`src/rtl/dma_loader.sv`:
```
// -----------------------------------------------------------------------------
// dma_loader
// Upstream DMA sequencer for the Neptune I control matrix. It takes a program
// image as a valid/ready word stream and writes it into RAM through the
// control matrix DMA port. The sequence is: load MAR with the base address,
// then for each word write RAM and pulse a MAR increment, then write PC with
// the entry address and release the processor.
//
// Ports:
//   clk, rst            system clock, asynchronous active-high reset
//   start               one-cycle load request, sampled only while idle
//   base_addr           first RAM address (latched on start)
//   entry_addr          PC value after the load (latched on start)
//   word_cnt            number of words to load (latched on start)
//   in_data/in_valid    upstream image stream
//   in_ready            loader accepts a stream word this cycle
//   dma_appr            DMA approval from the control matrix
//   dma_req, cm_rst     DMA request and control matrix reset (driven together)
//   we_out              write select: 000 none, 011 RAM, 100 PC, 101 MAR
//   mar_incr            MAR increment request
//   dma_data            data bus value for the current write
//   busy                high in every state except IDLE
//   done                one-cycle pulse when a load completes
//   err                 one-cycle pulse on approval timeout or lost approval
// -----------------------------------------------------------------------------
module dma_loader #(
  parameter int width        = 16,
  parameter int cnt_width    = 16,
  parameter int appr_timeout = 16
) (
  input  logic                 clk,
  input  logic                 rst,
  input  logic                 start,
  input  logic [width-1:0]     base_addr,
  input  logic [width-1:0]     entry_addr,
  input  logic [cnt_width-1:0] word_cnt,
  input  logic [width-1:0]     in_data,
  input  logic                 in_valid,
  output logic                 in_ready,
  input  logic                 dma_appr,
  output logic                 dma_req,
  output logic                 cm_rst,
  output logic [2:0]           we_out,
  output logic                 mar_incr,
  output logic [width-1:0]     dma_data,
  output logic                 busy,
  output logic                 done,
  output logic                 err
);

  localparam int TMO_W = (appr_timeout > 1) ? $clog2(appr_timeout) : 1;
  localparam logic [TMO_W-1:0] TMO_LAST = TMO_W'(appr_timeout - 1);
  localparam logic [cnt_width-1:0] CNT_ONE = cnt_width'(1);

  localparam logic [2:0] WE_NONE = 3'b000;
  localparam logic [2:0] WE_RAM  = 3'b011;
  localparam logic [2:0] WE_PC   = 3'b100;
  localparam logic [2:0] WE_MAR  = 3'b101;

  typedef enum logic [3:0] {
    IDLE,
    REQ,
    SET_MAR,
    WAIT_DATA,
    WRITE,
    INCR,
    SET_PC,
    RELEASE,
    FAIL
  } state_t;

  state_t                 state;
  logic [width-1:0]       base_q;
  logic [width-1:0]       entry_q;
  logic [cnt_width-1:0]   cnt_q;
  logic [TMO_W-1:0]       tmo_cnt;
  logic                   appr_checked;

  // Once the matrix has granted DMA, approval must stay up until the PC write
  // is done. These are the states in which a dropped approval aborts the load.
  assign appr_checked = (state == SET_MAR) || (state == WAIT_DATA) ||
                        (state == WRITE)   || (state == INCR)      ||
                        (state == SET_PC);

  // Sequencer. Every output is a register loaded together with the state it
  // belongs to, so each branch below sets the outputs of the state it enters.
  // Pulse-type outputs default to 0 each cycle; dma_req/cm_rst/busy hold
  // their value until a transition changes them.
  // A lost approval wins over everything else, including a stream handshake
  // in WAIT_DATA; that word is then dropped along with the rest of the load.
  always_ff @(posedge clk or posedge rst) begin
    if (rst) begin
      state    <= IDLE;
      base_q   <= '0;
      entry_q  <= '0;
      cnt_q    <= '0;
      tmo_cnt  <= '0;
      in_ready <= 1'b0;
      dma_req  <= 1'b0;
      cm_rst   <= 1'b0;
      we_out   <= WE_NONE;
      mar_incr <= 1'b0;
      dma_data <= '0;
      busy     <= 1'b0;
      done     <= 1'b0;
      err      <= 1'b0;
    end else begin
      we_out   <= WE_NONE;
      mar_incr <= 1'b0;
      in_ready <= 1'b0;
      done     <= 1'b0;
      err      <= 1'b0;

      if (appr_checked && !dma_appr) begin
        state    <= FAIL;
        dma_req  <= 1'b0;
        cm_rst   <= 1'b0;
        dma_data <= '0;
        err      <= 1'b1;
      end else begin
        case (state)
          IDLE: begin
            if (start) begin
              state   <= REQ;
              base_q  <= base_addr;
              entry_q <= entry_addr;
              cnt_q   <= word_cnt;
              tmo_cnt <= '0;
              dma_req <= 1'b1;
              cm_rst  <= 1'b1;
              busy    <= 1'b1;
            end
          end

          REQ: begin
            if (dma_appr) begin
              state    <= SET_MAR;
              we_out   <= WE_MAR;
              dma_data <= base_q;
            end else if (tmo_cnt == TMO_LAST) begin
              state    <= FAIL;
              dma_req  <= 1'b0;
              cm_rst   <= 1'b0;
              dma_data <= '0;
              err      <= 1'b1;
            end else begin
              tmo_cnt <= tmo_cnt + 1'b1;
            end
          end

          SET_MAR: begin
            if (cnt_q != '0) begin
              state    <= WAIT_DATA;
              in_ready <= 1'b1;
            end else begin
              state    <= SET_PC;
              we_out   <= WE_PC;
              dma_data <= entry_q;
            end
          end

          WAIT_DATA: begin
            if (in_valid) begin
              state    <= WRITE;
              we_out   <= WE_RAM;
              dma_data <= in_data;
            end else begin
              in_ready <= 1'b1;
            end
          end

          WRITE: begin
            state    <= INCR;
            mar_incr <= 1'b1;
          end

          INCR: begin
            cnt_q <= cnt_q - 1'b1;
            if (cnt_q == CNT_ONE) begin
              state    <= SET_PC;
              we_out   <= WE_PC;
              dma_data <= entry_q;
            end else begin
              state    <= WAIT_DATA;
              in_ready <= 1'b1;
            end
          end

          SET_PC: begin
            state   <= RELEASE;
            dma_req <= 1'b0;
            cm_rst  <= 1'b0;
            done    <= 1'b1;
          end

          default: begin
            state   <= IDLE;
            dma_req <= 1'b0;
            cm_rst  <= 1'b0;
            busy    <= 1'b0;
          end
        endcase
      end
    end
  end

endmodule
```
`config.mk`:
```
export PLATFORM = sky130hd
export DESIGN_NAME = dma_loader
export DESIGN_NICKNAME = d
export VERILOG_FILES = /design/src/rtl/dma_loader.sv
export SDC_FILE = /design/constraint.sdc
export NUM_CORES = 1
export LEC_CHECK = 0
export BUFFER_PORTS_ARGS = -buffer_cell sky130_fd_sc_hd__buf_2
export CAP_MARGIN = 15
export CORE_MARGIN = 2
export CORE_UTILIZATION = 55
export CTS_CLUSTER_DIAMETER = 120
export DETAILED_ROUTE_END_ITERATION = 10
export GPL_ROUTABILITY_DRIVEN = 0
export PLACE_DENSITY = 0.79
export SYNTH_ARGS = -nofsm -noshare
export SYNTH_HDL_FRONTEND = slang
export SYNTH_SLANG_ARGS = --single-unit
```
`constraint.sdc`:
```
create_clock -name clk -period 2.6 [get_ports clk]
set_input_delay 0.13 -clock clk [delete_from_list [all_inputs] [get_ports clk]]
set_output_delay 0.13 -clock clk [all_outputs]
set_load 0.02 [all_outputs]
```
**Yosys cells after proc, flatten, opt, wreduce, memory -nomap -nowiden**

Index checks and enable logic that the tools add are counted.

- Multiplexer cells: 46
- Bitwise gates (word level): 2
- Equal/unequal tests: 19
- Add/subtract/negate cells: 2
- Reductions and logical operators: 20

Operators with widths:

| kind | count |
|---|---|
| 2-to-1 mux 16 bit | 7 |
| one-hot mux 16 bit (4 select lines) | 1 |
| 2-to-1 mux 4 bit | 8 |
| one-hot mux 16 bit (2 select lines) | 1 |
| one-hot mux 4 bit (7 select lines) | 1 |
| 2-to-1 mux 3 bit | 6 |
| == test 16 x 1 -> 1 bit, second input constant | 1 |
| 2-to-1 mux 1 bit | 16 |
| nonzero test 16 bit | 1 |
| subtractor 16 x 1 -> 16 bit, second input constant | 1 |
| == test 4 x 3 -> 1 bit, second input constant | 3 |
| inequality test 3 bit, second input constant | 4 |
| one-hot mux 3 bit (4 select lines) | 1 |
| AND reduction 3 bit | 4 |
| AND reduction 5 bit | 2 |
| == test 4 x 2 -> 1 bit, second input constant | 2 |
| one-hot mux 4 bit (2 select lines) | 1 |
| inequality test 2 bit, second input constant | 3 |
| one-hot mux 1 bit (3 select lines) | 2 |
| OR reduction 6 bit | 1 |
| nonzero test 5 bit | 1 |
| adder 4 x 1 -> 4 bit, second input constant | 1 |
| == test 4 x 1 -> 1 bit, second input constant | 1 |
| == test 4 bit, second input constant | 1 |
| 14 further kinds | 19 |

- Logic and storage cells: 102
- Output and inout port bits: 26
- Register bits: 81

**Depth between registers and ports, before layout**

Gate-level depths: netlist of the first run.

- Word-level depth: 8
- Gate-level depth with buffers: 7
- Gate-level depth less buffers: 7

**Worst setup path after synthesis of the first run**

Ideal clock, no wire load.

- Path type: register -> register
- Start point: register cnt_q[0]
- End point: register cnt_q[12]
- Clock period less this slack: 1.908 ns
- Data required time: 2.521 ns
- Library setup time: 0.079 ns
- Data arrival time: 1.828 ns
- Cell stages (with the launch flop): 8
- Setup slack: 0.692 ns
- Buffers on the path: 0
- Cells stage by stage: dfrtp_1 -> inv_1 -> ha_1 -> nor3b_2 -> nand3_1 -> or4b_1 -> a21oi_1 -> a2bb2oi_1

- Cells in the longest elaborated chain, start to end: 2

Ends and longest elaborated chain:

| item | line | source |
|---|---|---|
| from (decl) | 75 | `logic [cnt_width-1:0] cnt_q;` |
| from (signal assigned) | 127 | `cnt_q <= word_cnt;` |
| from (signal assigned) | 178 | `cnt_q <= cnt_q - 1'b1;` |
| subtractor 16 x 1 -> 16 bit | 178 |  |
| one-hot mux 16 bit (2 select lines) | 121 | `case (state)` |

No other way between the ends.
A chain may end at the register's enable or synchronous reset.

**Final worst setup path of the first run**

- Start point: register state[2]
- End point: register dma_data[7]

- Cells in the longest elaborated chain, start to end: 8
- Elaborated cells on any way between the ends: 19
- Classes of those cells: eq/ne (10); mux (2); reduce/logical (7)

Ends and longest elaborated chain:

| item | line | source |
|---|---|---|
| from (decl) | 72 | `state_t state;` |
| from (signal assigned) | 93 | `state <= IDLE;` |
| from (signal assigned) | 115 | `state <= FAIL;` |
| from (signal assigned) | 124 | `state <= REQ;` |
| == test 4 x 2 -> 1 bit | 81, 121 |  |
| logical OR 1 bit (2 in a row) | 81 | `assign appr_checked = (state == SET_MAR) \|\| (state == WAIT_DATA) \|\|` |
| logical OR 1 bit (2 in a row) | 82 | `(state == WRITE) \|\| (state == INCR) \|\|` |
| logical AND 1 bit | 114 | `if (appr_checked && !dma_appr) begin` |
| inequality test 4 bit (no line), or another cell as far along | -- |  |
| AND reduction 5 bit (no line) | -- |  |
| to (signal assigned) | 139 | `dma_data <= base_q;` |
| to (signal assigned) | 158 | `dma_data <= entry_q;` |
| to (signal assigned) | 166 | `dma_data <= in_data;` |
| to (decl) | 45 | `output logic [width-1:0] dma_data,` |

Parallel ways exist; a longest one is shown, timed or not.

==> results of run 1 <==
synth_stat cells, drive strengths merged (3+ instances only):
master   count
clkbuf      10
nor3         9
nand4        4
o221ai      16
dfrtp       81
nand2       42
o22ai        5
or2          3
mux2        32
nor2b        5
o21a         3
nor4         4
ha           4
mux2i       33
o211ai       3
a22oi        3
a31oi        3
nor3b        3
nor2        40
a21oi       41
o2bb2ai      4
buf         20
inv          8
nand3        8
o21ai       24
kinds of logic after synthesis:
| family | Yosys count | share of synthesized area [%] |
|---|---|---|
| adders and majority gates | 4 | 1.16 |
| buffers and inverters | 38 | 4.02 |
| muxes | 65 | 16.0 |
| and+or+nand+nor | 126 | 14.5 |
| DFF | 81 | 46.8 |
| AOI/OAI and AO/OA | 117 | 17.5 |
flip-flops by register name, summed over array words and instances, names as in the netlist:
register / cells
err: 1
cm_rst: 1
busy: 1
done: 1
mar_incr: 1
in_ready: 1
dma_data: 16
entry_q: 16
state: 4
cnt_q: 16
we_out: 3
base_q: 16
tmo_cnt: 4
critical path, cell delays in order (launching register included):
cell,delay [ns]
sky130_fd_sc_hd__dfrtp_1,0.61
sky130_fd_sc_hd__nand3b_1,0.38
sky130_fd_sc_hd__buf_4,0.31
sky130_fd_sc_hd__nor2b_1,0.15
sky130_fd_sc_hd__nor2_2,0.09
sky130_fd_sc_hd__buf_4,0.23
sky130_fd_sc_hd__o221ai_1,0.16
sky130_fd_sc_hd__mux2i_1,0.20
final timing paths:
| check | end |
|---|---|
| min in group asynchronous | entry_q[0]$_DFFE_PP0P_ |
| min | entry_q[5]$_DFFE_PP0P_ |
| max | dma_data[7]$_DFFE_PP0P_ |
| min reg2reg | base_q[10]$_DFFE_PP0P_ |
| max reg2reg | dma_data[7]$_DFFE_PP0P_ |
| max in group asynchronous | tmo_cnt[3]$_DFFE_PP0P_ |
power groups by stage:
| stage | clock network (W) | registers (W) | logic, W |
|---|---|---|---|
| CTS | 0.00101 | 0.00230 | 0.00267 |
| detailed placement | 0 | 0.00232 | 0.00263 |
| floorplan | 0 | 0.00229 | 0.00197 |
| finish | 0.000988 | 0.00232 | 0.00269 |
| global route | 0.00105 | 0.00239 | 0.00294 |
| global placement | 0 | 0.00229 | 0.00252 |
per-layer routing:
metal,global-route usage [%],up-vias
li1,-,1789
met1,34.4,1858
met2,46.8,127
met3,4.48,18
met4,10.5,0
met5,0,-
cell usage in the layout (no fill, tap or decap), types with 2 or more instances in the layout:
master | netlist | final
sky130_fd_sc_hd__a21oi_1 | 41 | 41
sky130_fd_sc_hd__a22o_1 | 2 | 2
sky130_fd_sc_hd__a22oi_1 | 3 | 3
sky130_fd_sc_hd__a31oi_1 | 3 | 3
sky130_fd_sc_hd__buf_2 | 16 | 94
sky130_fd_sc_hd__buf_4 | 1 | 10
sky130_fd_sc_hd__clkbuf_8 | 0 | 11
sky130_fd_sc_hd__clkinvlp_4 | 0 | 2
sky130_fd_sc_hd__dfrtp_1 | 81 | 81
sky130_fd_sc_hd__dlygate4sd3_1 | 0 | 19
sky130_fd_sc_hd__ha_1 | 4 | 4
sky130_fd_sc_hd__inv_1 | 8 | 7
sky130_fd_sc_hd__mux2_2 | 32 | 32
sky130_fd_sc_hd__mux2i_1 | 33 | 33
sky130_fd_sc_hd__nand2_1 | 42 | 42
sky130_fd_sc_hd__nand3_1 | 7 | 7
sky130_fd_sc_hd__nand4_1 | 3 | 3
sky130_fd_sc_hd__nor2_1 | 38 | 38
sky130_fd_sc_hd__nor2_2 | 2 | 2
sky130_fd_sc_hd__nor2b_1 | 5 | 4
sky130_fd_sc_hd__nor3_1 | 8 | 8
sky130_fd_sc_hd__nor3b_1 | 2 | 2
sky130_fd_sc_hd__nor4_1 | 2 | 2
sky130_fd_sc_hd__nor4_2 | 2 | 2
sky130_fd_sc_hd__o211ai_1 | 2 | 2
sky130_fd_sc_hd__o21a_1 | 3 | 3
sky130_fd_sc_hd__o21ai_0 | 22 | 22
sky130_fd_sc_hd__o221ai_1 | 16 | 16
sky130_fd_sc_hd__o22ai_1 | 5 | 5
sky130_fd_sc_hd__o2bb2ai_1 | 4 | 4
sky130_fd_sc_hd__o32ai_1 | 2 | 2
sky130_fd_sc_hd__o41ai_1 | 2 | 2
sky130_fd_sc_hd__or2_2 | 3 | 3
per-stage QoR:
step                      setup slack (ns)  total power (W)
after floorplan                      0.390          0.00426
after global placement               0.514          0.00481
after detailed placement             0.458          0.00495
after CTS                            0.426          0.00598
after global routing                 0.201          0.00638
final                                0.390          0.00599
layout make-up:
cell class	count	area [um2]
fill	614	2400
tap	102	128
timing repair buffer	124	756
multi-input combinational	312	2130
sequential	81	2030
inverter	8	31.3
clock inverter	5	62.6
clock buffer	11	151
==> flow_summary.rst, run 1 <==
.. list-table::
   :header-rows: 1

   * - Metric
     - Value
   * - Result of the run
     - complete, no violations
   * - Area growth from synthesis to layout
     - 22.2%
   * - Detailed-route wire length
     - 11100 um
   * - Hold buffer count at CTS
     - 17
   * - Post-route core utilization
     - 68.8%
   * - HPWL reported at the end of detailed placement
     - 7400 um
   * - Leakage power of the design
     - 2.45 nW
   * - Final instance count without filler cells
     - 643
   * - Synthesized Nets
     - 504
   * - Largest net degree at the start of global routing
     - 48
   * - Number of cells on the worst reg-to-reg path
     - 7
   * - Highest metal layer used by the detailed router
     - met4
   * - Internal portion of total power
     - 0.00350 W
   * - Post-synth EDFFs
     - 0
   * - Setup TNS
     - 0 ns
   * - Number of sinks driven by the clock tree
     - 81
   * - Diode insertion count for antenna repair
     - 0
   * - Horizontal extent of the die
     - 92.7 um
   * - Number of hold violations in the final report
     - 0
   * - Std cell rows
     - 32
   * - Portion of the post-synthesis area used by sequential elements
     - 46.8%
   * - IO Port Bufs
     - 94
   * - First-pass iteration count of the detailed router
     - 5
   * - Tmin final
     - 2.21 ns
   * - Post-Synthesis Cells
     - 431
   * - Arrival time at the worst endpoint
     - 2.49 ns
   * - Most common flop cell mapped by yosys
     - sky130_fd_sc_hd__dfrtp_1
   * - Cell at the root of the clock tree
     - sky130_fd_sc_hd__clkbuf_8
   * - Average size of a mapped cell
     - 10.0 um2
   * - Remaining global-route overflow
     - 0
   * - Routed metal-1 wire length
     - 4590 um
   * - Via-per-instance ratio
     - 5.90
   * - Hold crit path type
     - in -> reg
   * - Register clock-pin slew on the reported worst setup and hold paths
     - 0.09 ns
   * - Worst clock skew
     - 0.0111 ns
   * - Async set-or-reset flop fraction in the synthesized netlist
     - 100%
   * - Crit end category
     - flip-flop
   * - Gate power share
     - 44.8%
   * - Via count of the first global-routing pass
     - 3848
   * - Clock insertion delay at the later pin of the skew report
     - 0.36 ns
   * - Crit. Startpoint
     - state[2]$_DFFE_PP0P_
   * - Path type of the worst setup path
     - reg -> reg
   * - Reg2Reg Setup Slack
     - 0.39 ns
   * - Total number of yosys warnings
     - 0
   * - Fraction of final layout cells with drive strength greater than 1
     - 31.2%
   * - DRT iter0 DRCs
     - 222
   * - Floorplan die area
     - 0.00859 mm2
   * - Worst path required time
     - 2.88 ns
   * - Area contributors post-synth
     - sky130_fd_sc_hd__dfrtp_1 (47%), sky130_fd_sc_hd__mux2_2 (8.3%), sky130_fd_sc_hd__mux2i_1 (7.6%)
   * - Ports
     - 95
   * - H-Tree Depth
     - 3
   * - Setup violations, final
     - 0
   * - Max-slew violation count
     - 0
   * - Highest fanout seen on the critical path
     - 17
   * - Reg-to-reg critical path startpoint
     - state[2]$_DFFE_PP0P_
   * - Share of power burned in registers
     - 38.7%
   * - Max Cap Viol
     - 0
   * - Max_slew headroom
     - 57.2%
   * - Starting density of the core
     - 56.3%
   * - Startpoint of the most critical hold path
     - entry_addr[5]
   * - Worst-Margin Slew
     - 0.642 ns
   * - Top achievable clock speed
     - 452 MHz
   * - Net switching component of the power
     - 0.00249 W
   * - Routed length per placed instance
     - 17.3 um
   * - Worst hold margin
     - 0.00318 ns
   * - Total cell area at the placement stage
     - 0.00488 mm2
   * - CORE AREA
     - 0.00769 mm2
   * - Post-synthesis instance area
     - 0.00433 mm2
   * - Unrepaired setup endpoints after global routing
     - false
   * - Max rail drop VDD
     - 0.632 mV
   * - Antenna violations before repair
     - 0
   * - Die span in y
     - 92.7 um
   * - Total instance count after detailed placement
     - 608
   * - Switching share of power
     - 41.6%
   * - Routed met3 length
     - 566 um
   * - First-pass GRT wire length
     - 18400 um
   * - Type of element launching the critical path
     - flip-flop
   * - Count of cell types in the netlist
     - 56
   * - Number of synthesized register bits
     - 81
   * - Total routing resource utilization after global routing
     - 27.2%
   * - Area share of the largest cell type after synthesis
     - 46.8%
   * - Power per unit of standard cell area
     - 1130 mW/mm2
   * - Part of the total power dissipated in the clock network
     - 16.5%
   * - Remaining DRCs
     - 0
   * - Post-CTS repair timing setup buffer count
     - 0
   * - Count of nets after finishing
     - 609
   * - CTS Buf Count
     - 9
   * - Total length of routed met2 wires
     - 5780 um
   * - Clock tree from TritonCTS
     - built
   * - Via count
     - 3792
   * - Resized cells post-CTS
     - 0
   * - Detail Route Antenna Nets
     - 0
   * - Area of all placed cells without fillers
     - 0.00529 mm2
   * - Final Cycle Share
     - 85.0%
   * - Post-synth top area cell
     - sky130_fd_sc_hd__dfrtp_1
   * - Number of instances on the worst hold path
     - 2
   * - Clock buffer depth
     - 2
No activity file was read; power rests on OpenSTA's default activity.
==> run 2, diff against run 1 <==
==> config.mk (replaced) <==
export PLATFORM = sky130hd
export DESIGN_NAME = dma_loader
export DESIGN_NICKNAME = d
export VERILOG_FILES = /design/src/rtl/dma_loader.sv
export SDC_FILE = /design/constraint.sdc
export NUM_CORES = 1
export LEC_CHECK = 0
export BUFFER_PORTS_ARGS = -buffer_cell sky130_fd_sc_hd__buf_4
export CAP_MARGIN = 15
export CELL_PAD_IN_SITES_DETAIL_PLACEMENT = 0
export CELL_PAD_IN_SITES_GLOBAL_PLACEMENT = 1
export CORE_MARGIN = 2
export CORE_UTILIZATION = 42
export CTS_CLUSTER_DIAMETER = 120
export DETAILED_ROUTE_END_ITERATION = 10
export GPL_ROUTABILITY_DRIVEN = 0
export PLACE_DENSITY = 0.78
export SYNTH_ARGS = -nofsm -noshare
export SYNTH_HDL_FRONTEND = slang
export SYNTH_SLANG_ARGS = --single-unit
==> flow_summary.rst, run 2 (same netlist as run 1, synthesis figures left out) <==
.. list-table::
   :header-rows: 1

   * - Metric
     - Value
   * - Worst Path Buf+Inv
     - 1 (-1)
   * - Horizontal extent of the die
     - 105 um (+14%)
   * - Max Cap Viol
     - 0 (unchanged)
   * - Max_slew headroom
     - 52.5% (-4.6 points)
   * - Met3 capacity usage during global routing
     - 4.21% (-0.27 points)
   * - Final setup margin
     - 0.427 ns (+0.0374 ns)
   * - Routed length per placed instance
     - 15.7 um (-9.2%)
   * - Leading cell type in the layout, fill and taps excluded
     - sky130_fd_sc_hd__buf_4
   * - Clock tree from TritonCTS
     - built
   * - HPWL reported at the end of detailed placement
     - 7460 um (+0.89%)
   * - Worst path cell trace
     - inv_1 > ha_1 > nor3b_2 > nand3_1 > or4b_1 > a21oi_1 > a2bb2oi_1
   * - Hold crit path type
     - in -> reg
   * - Register clock-pin slew on the reported worst setup and hold paths
     - 0.08 ns (about the same)
   * - Worst-Margin Slew
     - 0.711 ns (+0.0692 ns)
   * - Crit end category
     - flip-flop
   * - Met1 global-route usage
     - 26.8% (-7.6 points)
   * - Result of the run
     - complete, no violations
   * - Top achievable clock speed
     - 460 MHz (+1.7%)
   * - H-Tree Depth
     - 3 (unchanged)
   * - Starting density of the core
     - 42.7% (-14 points)
   * - Power per unit of standard cell area
     - 1080 mW/mm2 (-4.7%)
   * - Max-slew violation count
     - 0 (unchanged)
   * - Critical path's slowest cell
     - sky130_fd_sc_hd__or4b_1
   * - Net switching component of the power
     - 0.00241 W (-3.3%)
   * - GRT met2 Usage
     - 31.3% (-16 points)
   * - Number of sinks driven by the clock tree
     - 81 (unchanged)
   * - Part of the total power dissipated in the clock network
     - 17.0% (+0.5 points)
   * - Worst hold margin
     - 0.00582 ns (+0.00264 ns)
   * - Via-per-instance ratio
     - 5.38 (-8.8%)
   * - Fraction of final layout cells with drive strength greater than 1
     - 31.1% (-0.17 points)
   * - DRT iter0 DRCs
     - 109 (-51%)
   * - Path type of the worst setup path
     - reg -> reg
   * - First-pass iteration count of the detailed router
     - 4 (-1)
   * - IO Port Bufs
     - 94 (unchanged)
   * - First-pass GRT wire length
     - 17600 um (-4.1%)
   * - Total routing resource utilization after global routing
     - 19.7% (-7.4 points)
   * - Remaining global-route overflow
     - 0 (unchanged)
   * - Count of nets after finishing
     - 613 (+0.66%)
   * - Post-CTS repair timing setup buffer count
     - 0 (unchanged)
   * - Clock insertion delay at the later pin of the skew report
     - 0.36 ns (about the same)
   * - Std cell rows
     - 37 (+16%)
   * - Pre-CTS WS
     - 0.448 ns (-0.0102 ns)
   * - Leading cell types in the layout, fill and taps excluded
     - sky130_fd_sc_hd__buf_4 (104), sky130_fd_sc_hd__dfrtp_1 (81), sky130_fd_sc_hd__nand2_1 (42), sky130_fd_sc_hd__a21oi_1 (41), sky130_fd_sc_hd__nor2_1 (38)
   * - Sequential standard cell area
     - 0.00203 mm2 (unchanged)
   * - Critical path's top delay family
     - simple AND/OR/NAND/NOR gates
   * - Via count
     - 3659 (-3.5%)
   * - Via count of the first global-routing pass
     - 3615 (-6.1%)
   * - Gate power share
     - 44.8% (about the same)
   * - Detailed-route wire length
     - 10700 um (-4.0%)
   * - Final Cycle Share
     - 83.6% (-1.4 points)
   * - Worst path required time
     - 2.88 ns (about the same)
   * - CORE AREA
     - 0.0101 mm2 (+32%)
   * - Area growth from synthesis to layout
     - 29.9%
   * - Antenna violations before repair
     - 0 (unchanged)
   * - Most heavily used metal layer in global routing
     - met2
   * - Setup violations, final
     - 0 (unchanged)
   * - Clock buffer depth
     - 2 (unchanged)
   * - Highest fanout seen on the critical path
     - 5 (-12)
   * - Filler cell count
     - 905 (+47%)
   * - Switching share of power
     - 39.8% (-1.9 points)
   * - Arrival time at the worst endpoint
     - 2.45 ns (-0.04 ns)
   * - Internal portion of total power
     - 0.00365 W (+4.5%)
   * - Max rail drop VDD
     - 0.408 mV (-35%)
   * - Setup TNS
     - 0 ns (unchanged)
   * - CTS Buf Count
     - 9 (unchanged)
   * - Remaining DRCs
     - 0 (unchanged)
   * - Cell at the root of the clock tree
     - sky130_fd_sc_hd__clkbuf_8
   * - Floorplan die area
     - 0.0111 mm2 (+30%)
   * - Largest stage delay, worst path
     - 0.58 ns (-0.03 ns)
   * - Type of element launching the critical path
     - flip-flop
   * - Total design power
     - 0.00607 W (+1.3%)
   * - Die span in y
     - 105 um (+14%)
   * - Unrepaired setup endpoints after global routing
     - false
   * - Number of hold violations in the final report
     - 0 (unchanged)
   * - Post-route core utilization
     - 55.4% (-13 points)
   * - Total area of multi-input combinational cells
     - 0.00213 mm2 (unchanged)
   * - Ports
     - 95 (unchanged)
   * - Tmin final
     - 2.17 ns (-0.0374 ns)
   * - Worst clock skew
     - 0.0100 ns (-0.00105 ns)
   * - Leakage power of the design
     - 2.53 nW (+3.5%)
   * - Share of power burned in registers
     - 38.2% (-0.5 points)
   * - Detail Route Antenna Nets
     - 0 (unchanged)
   * - Largest net degree at the start of global routing
     - 43 (-10%)
   * - Diode insertion count for antenna repair
     - 0 (unchanged)
==> run 2: repair_timing <==
action	4_1_cts	5_1_grt
hold endpoints to repair	54	6
resized for setup	0	0
hold buffers	16	6
==> run 2: metal layers <==
metal / vias to the layer above / routed length (um)
met5: - / 0
met4: 0 / 157
met3: 12 / 623
met1: 1752 / 4880
met2: 103 / 5030
li1: 1792 / -
==> run 2: final cells by class <==
class	instances	area share (%)
Clock inverter	5	1.42
Timing Repair Buffer	128	18.5
Multi-Input combinational cell	312	38.0
Tap cell	136	3.03
Sequential cell	81	36.1
Clock buffer	10	2.45
Inverter	8	0.557
==> run 2: through the flow <==
stage	area, um2	std cells
floorplan	4330	431
global placement	5180	643
detailed placement	5180	643
CTS	5560	674
global route	5620	680
finish	5620	680
==> run 2: power groups by stage <==
stage                     sequential [W]  clock (W)  combinational [W]
after floorplan                  0.00229          0            0.00197
after global placement           0.00231          0            0.00266
after detailed placement         0.00234          0            0.00272
after CTS                        0.00232    0.00105            0.00274
after global routing             0.00240    0.00111            0.00301
final                            0.00232    0.00103            0.00272
==> run 2: path summary, 6_finish.rpt <==
| path | from | end | slack (ns) | cells after the start |
|---|---|---|---|---|
| max | cnt_q[0]$_DFFE_PP0P_ | cnt_q[12]$_DFFE_PP0P_ | 0.43 | 7 |
| min | base_addr[1] | base_q[1]$_DFFE_PP0P_ | 0.006 | 2 |
| max reg2reg | cnt_q[0]$_DFFE_PP0P_ | cnt_q[12]$_DFFE_PP0P_ | 0.43 | 7 |
| min reg2reg | base_q[8]$_DFFE_PP0P_ | base_q[8]$_DFFE_PP0P_ | 0.51 | 1 |
| max in group asynchronous | rst | entry_q[15]$_DFFE_PP0P_ | 1.52 | 4 |
| min in group asynchronous | rst | entry_q[13]$_DFFE_PP0P_ | 0.42 | 3 |
==> run 3, diff against run 2 <==
--- a/config.mk
+++ b/config.mk
@@ -5,16 +5,17 @@
 export SDC_FILE = /design/constraint.sdc
 export NUM_CORES = 1
 export LEC_CHECK = 0
+export ABC_AREA = 1
 export BUFFER_PORTS_ARGS = -buffer_cell sky130_fd_sc_hd__buf_4
 export CAP_MARGIN = 15
 export CELL_PAD_IN_SITES_DETAIL_PLACEMENT = 0
 export CELL_PAD_IN_SITES_GLOBAL_PLACEMENT = 1
 export CORE_MARGIN = 2
-export CORE_UTILIZATION = 42
+export CORE_UTILIZATION = 40
 export CTS_CLUSTER_DIAMETER = 120
 export DETAILED_ROUTE_END_ITERATION = 10
 export GPL_ROUTABILITY_DRIVEN = 0
-export PLACE_DENSITY = 0.78
+export PLACE_DENSITY = 0.79
 export SYNTH_ARGS = -nofsm -noshare
 export SYNTH_HDL_FRONTEND = slang
 export SYNTH_SLANG_ARGS = --single-unit
==> constraint.sdc (replaced) <==
create_clock -name clk -period 2.25 [get_ports clk]
set_input_delay 0.1125 -clock clk [delete_from_list [all_inputs] [get_ports clk]]
set_output_delay 0.1125 -clock clk [all_outputs]
set_load 0.02 [all_outputs]
==> flow_summary.rst, run 3 <==
.. list-table::
   :header-rows: 1

   * - Metric
     - Value
   * - Result of the run
     - complete, no violations
   * - Max rail drop VDD
     - 0.739 mV (+81%)
   * - Std cell rows
     - 39 (+5.4%)
   * - Leading cell types in the layout, fill and taps excluded
     - sky130_fd_sc_hd__nand2_1 (224), sky130_fd_sc_hd__buf_4 (100), sky130_fd_sc_hd__nand3_1 (82), sky130_fd_sc_hd__dfrtp_1 (81), sky130_fd_sc_hd__inv_1 (44)
   * - Highest fanout seen on the critical path
     - 32 (+27)
   * - Commonest cells post-synth
     - sky130_fd_sc_hd__nand2_1 (224), sky130_fd_sc_hd__nand3_1 (82), sky130_fd_sc_hd__dfrtp_1 (81)
   * - IO Port Bufs
     - 94 (unchanged)
   * - Sequential standard cell area
     - 0.00203 mm2 (unchanged)
   * - Path type of the worst setup path
     - reg -> reg
   * - Async set-or-reset flop fraction in the synthesized netlist
     - 100% (unchanged)
   * - Post-synth top area cell
     - sky130_fd_sc_hd__dfrtp_1
   * - Largest net degree at the start of global routing
     - 82 (+91%)
   * - Top achievable clock speed
     - 530 MHz (+15%)
   * - First-pass GRT wire length
     - 20400 um (+16%)
   * - Max Cap Viol
     - 0 (unchanged)
   * - HPWL reported at the end of detailed placement
     - 8650 um (+16%)
   * - Total routing resource utilization after global routing
     - 20.2% (+0.44 points)
   * - Worst-Margin Slew
     - 0.447 ns (-0.264 ns)
   * - Post-Synthesis Cells
     - 623 (+45%)
   * - Synthesized Nets
     - 696 (+38%)
   * - H-Tree Depth
     - 3 (unchanged)
   * - Floorplan die area
     - 0.0124 mm2 (+12%)
   * - Crit end category
     - flip-flop
   * - Most common flop cell mapped by yosys
     - sky130_fd_sc_hd__dfrtp_1
   * - Resized cells post-CTS
     - 0 (unchanged)
   * - Type of element launching the critical path
     - flip-flop
   * - Area contributors post-synth
     - sky130_fd_sc_hd__dfrtp_1 (44%), sky130_fd_sc_hd__nand2_1 (18%), sky130_fd_sc_hd__nand3_1 (8.9%)
   * - Horizontal extent of the die
     - 112 um (+5.7%)
   * - Worst path required time
     - 2.53 ns (-0.35 ns)
   * - Final instance count without filler cells
     - 872 (+28%)
   * - Clock buffer depth
     - 2 (unchanged)
   * - Via count
     - 4305 (+18%)
   * - CTS Buf Count
     - 9 (unchanged)
   * - Detailed-route wire length
     - 12100 um (+13%)
   * - Setup TNS
     - 0 ns (unchanged)
   * - Reg-to-reg critical path startpoint
     - tmo_cnt[0]$_DFFE_PP0P_
   * - Hold crit path type
     - in -> reg
   * - Max-slew violation count
     - 0 (unchanged)
   * - Die span in y
     - 112 um (+5.7%)
   * - Count of nets after finishing
     - 797 (+30%)
   * - Total design power
     - 0.00868 W (+43%)
   * - Leakage power of the design
     - 3.14 nW (+24%)
   * - Reg2Reg Setup Slack
     - 0.36 ns (-0.07 ns)
   * - Worst Path Buf+Inv
     - 2 (+1)
   * - Detail Route Antenna Nets
     - 0 (unchanged)
   * - Clock insertion delay at the later pin of the skew report
     - 0.34 ns (-0.02 ns)
   * - Via count of the first global-routing pass
     - 4157 (+15%)
   * - First-pass iteration count of the detailed router
     - 4 (unchanged)
   * - Via-per-instance ratio
     - 4.94 (-8.3%)
   * - Setup violations, final
     - 0 (unchanged)
   * - Diode insertion count for antenna repair
     - 0 (unchanged)
   * - Final Cycle Share
     - 83.9% (+0.35 points)
   * - Starting density of the core
     - 40.7% (-2.0 points)
   * - Remaining global-route overflow
     - 0 (unchanged)
   * - Average size of a mapped cell
     - 7.43 um2 (-26%)
   * - Worst clock skew
     - 0.0102 ns (+0.000185 ns)
   * - Power per unit of standard cell area
     - 1470 mW/mm2 (+37%)
   * - Tmin final
     - 1.89 ns (-0.285 ns)
   * - Register clock-pin slew on the reported worst setup and hold paths
     - 0.06 ns (-0.02 ns)
   * - Most common cell in the synthesized netlist
     - sky130_fd_sc_hd__nand2_1
   * - Largest stage delay, worst path
     - 0.41 ns (-0.17 ns)
   * - Antenna violations before repair
     - 0 (unchanged)
   * - Routed length per placed instance
     - 13.9 um (-12%)
   * - Worst path cell trace
     - ha_1 > nand3_1 > nand2_1 > nand2_1 > nand3_4 > inv_2 > buf_4 > nand3_1 > nand2_1
   * - Total number of yosys warnings
     - 0 (unchanged)
   * - Total instance count after detailed placement
     - 840 (+31%)
   * - Critical path's top delay family
     - simple AND/OR/NAND/NOR gates
   * - Arrival time at the worst endpoint
     - 2.17 ns (-0.28 ns)
   * - Number of sinks driven by the clock tree
     - 81 (unchanged)
   * - Startpoint of the most critical hold path
     - entry_addr[3]
   * - Area share of the largest cell type after synthesis
     - 43.8% (-3.0 points)
   * - DRT iter0 DRCs
     - 326 (+200%)
   * - Number of synthesized register bits
     - 81 (unchanged)
   * - Ports
     - 95 (unchanged)
   * - Total cell area at the placement stage
     - 0.00543 mm2 (+4.7%)
   * - Cell at the root of the clock tree
     - sky130_fd_sc_hd__clkbuf_16
   * - Max_slew headroom
     - 70.2% (+18 points)
   * - Area growth from synthesis to layout
     - 27.3%
   * - CORE AREA
     - 0.0114 mm2 (+12%)
   * - Remaining DRCs
     - 0 (unchanged)
   * - Crit. Startpoint
     - tmo_cnt[0]$_DFFE_PP0P_
   * - Portion of the post-synthesis area used by sequential elements
     - 43.8% (-3.0 points)
   * - Total area of multi-input combinational cells
     - 0.00221 mm2 (+3.5%)
   * - Leading cell type in the layout, fill and taps excluded
     - sky130_fd_sc_hd__nand2_1
   * - Fraction of final layout cells with drive strength greater than 1
     - 21.9% (-9.1 points)
   * - Number of hold violations in the final report
     - 0 (unchanged)
   * - Critical path's slowest cell
     - sky130_fd_sc_hd__dfrtp_1
   * - Filler cell count
     - 1132 (+25%)
   * - Unrepaired setup endpoints after global routing
     - false
   * - Top cell by count, worst path
     - sky130_fd_sc_hd__nand2_1
   * - Post-synth EDFFs
     - 0 (unchanged)
   * - Post-synthesis instance area
     - 0.00463 mm2 (+6.9%)
   * - Area of all placed cells without fillers
     - 0.00589 mm2 (+4.8%)
   * - Clock tree from TritonCTS
     - built
   * - Count of cell types in the netlist
     - 30 (-46%)
## run 3: cell types whose count changed after synthesis, sizes merged, moves of 8 or more
cell    before  now
mux2        32    0
nand3        8   98
mux2i       33    2
inv          8   53
o221ai      16    0
nand2       42  231
nor2        40   48
## run 3: power by group
part           switching [W]  internal [W]
clock network       0.000608      0.000894
logic                0.00306       0.00155
registers           0.000447       0.00212
## run 3: worst paths after layout
check / endpoint / depth (start not counted)
max: base_q[9]$_DFFE_PP0P_ / 9
min: entry_q[3]$_DFFE_PP0P_ / 3
max reg2reg: base_q[9]$_DFFE_PP0P_ / 9
min reg2reg: entry_q[9]$_DFFE_PP0P_ / 2
max in group asynchronous: we_out[1]$_DFF_PP0_ / 4
min in group asynchronous: base_q[15]$_DFFE_PP0P_ / 4
## run 3: final cells by class
class	instances	share of cell area, %
Sequential cell	81	34.4
Tap cell	143	3.04
Clock buffer	10	4.06
Clock inverter	6	1.10
Inverter	53	3.40
Timing Repair Buffer	119	16.5
Multi-Input combinational cell	460	37.5
## run 3: cells by family (layout without fill, tap and decap cells)
family                   Yosys count  count (layout)  share of synthesized area [%]
AO/OA/AOI/OAI                     67              67                           7.44
adder cells (fa/ha/maj)            4               4                           1.08
AND/OR/NAND/NOR                  384             384                           38.2
XOR/XNOR                           3               3                          0.568
multiplexers                       2               2                          0.433
buffers and inverters             82             188                           8.46
flip-flops                        81              81                           43.8
## run 3: routing by layer
layer  up-vias  GRT usage [%]  share of wire, %
met5         -              0                 0
met4         0           5.35               1.3
met3        11           4.25               4.7
met2        98           31.3                45
met1      1996           29.0                49
li1       2200              -                 -
## run 3: stage by stage
| step | hold WS (ns) | util, % | setup slack, ns |
|---|---|---|---|
| floorplan | 0.250 | - | 0.0574 |
| detailed placement | 0.248 | 47.7 | 0.372 |
| global route | 0.0108 | 51.8 | 0.187 |
| CTS | 0.00116 | 51.8 | 0.358 |
| finish | 0.00836 | 51.8 | 0.362 |
| global placement | 0.247 | 47.7 | 0.412 |
## run 3: tightest hold or removal path, cell delays in order
cell and delay, ns:
sky130_fd_sc_hd__buf_4 0.08, sky130_fd_sc_hd__nand3_1 0.06, sky130_fd_sc_hd__nand2_1 0.07
## run 3: timing repair
action                                 CTS  global route
hold buffers                            16             0
endpoints found under the hold margin   96             0
setup buffers                            0             0
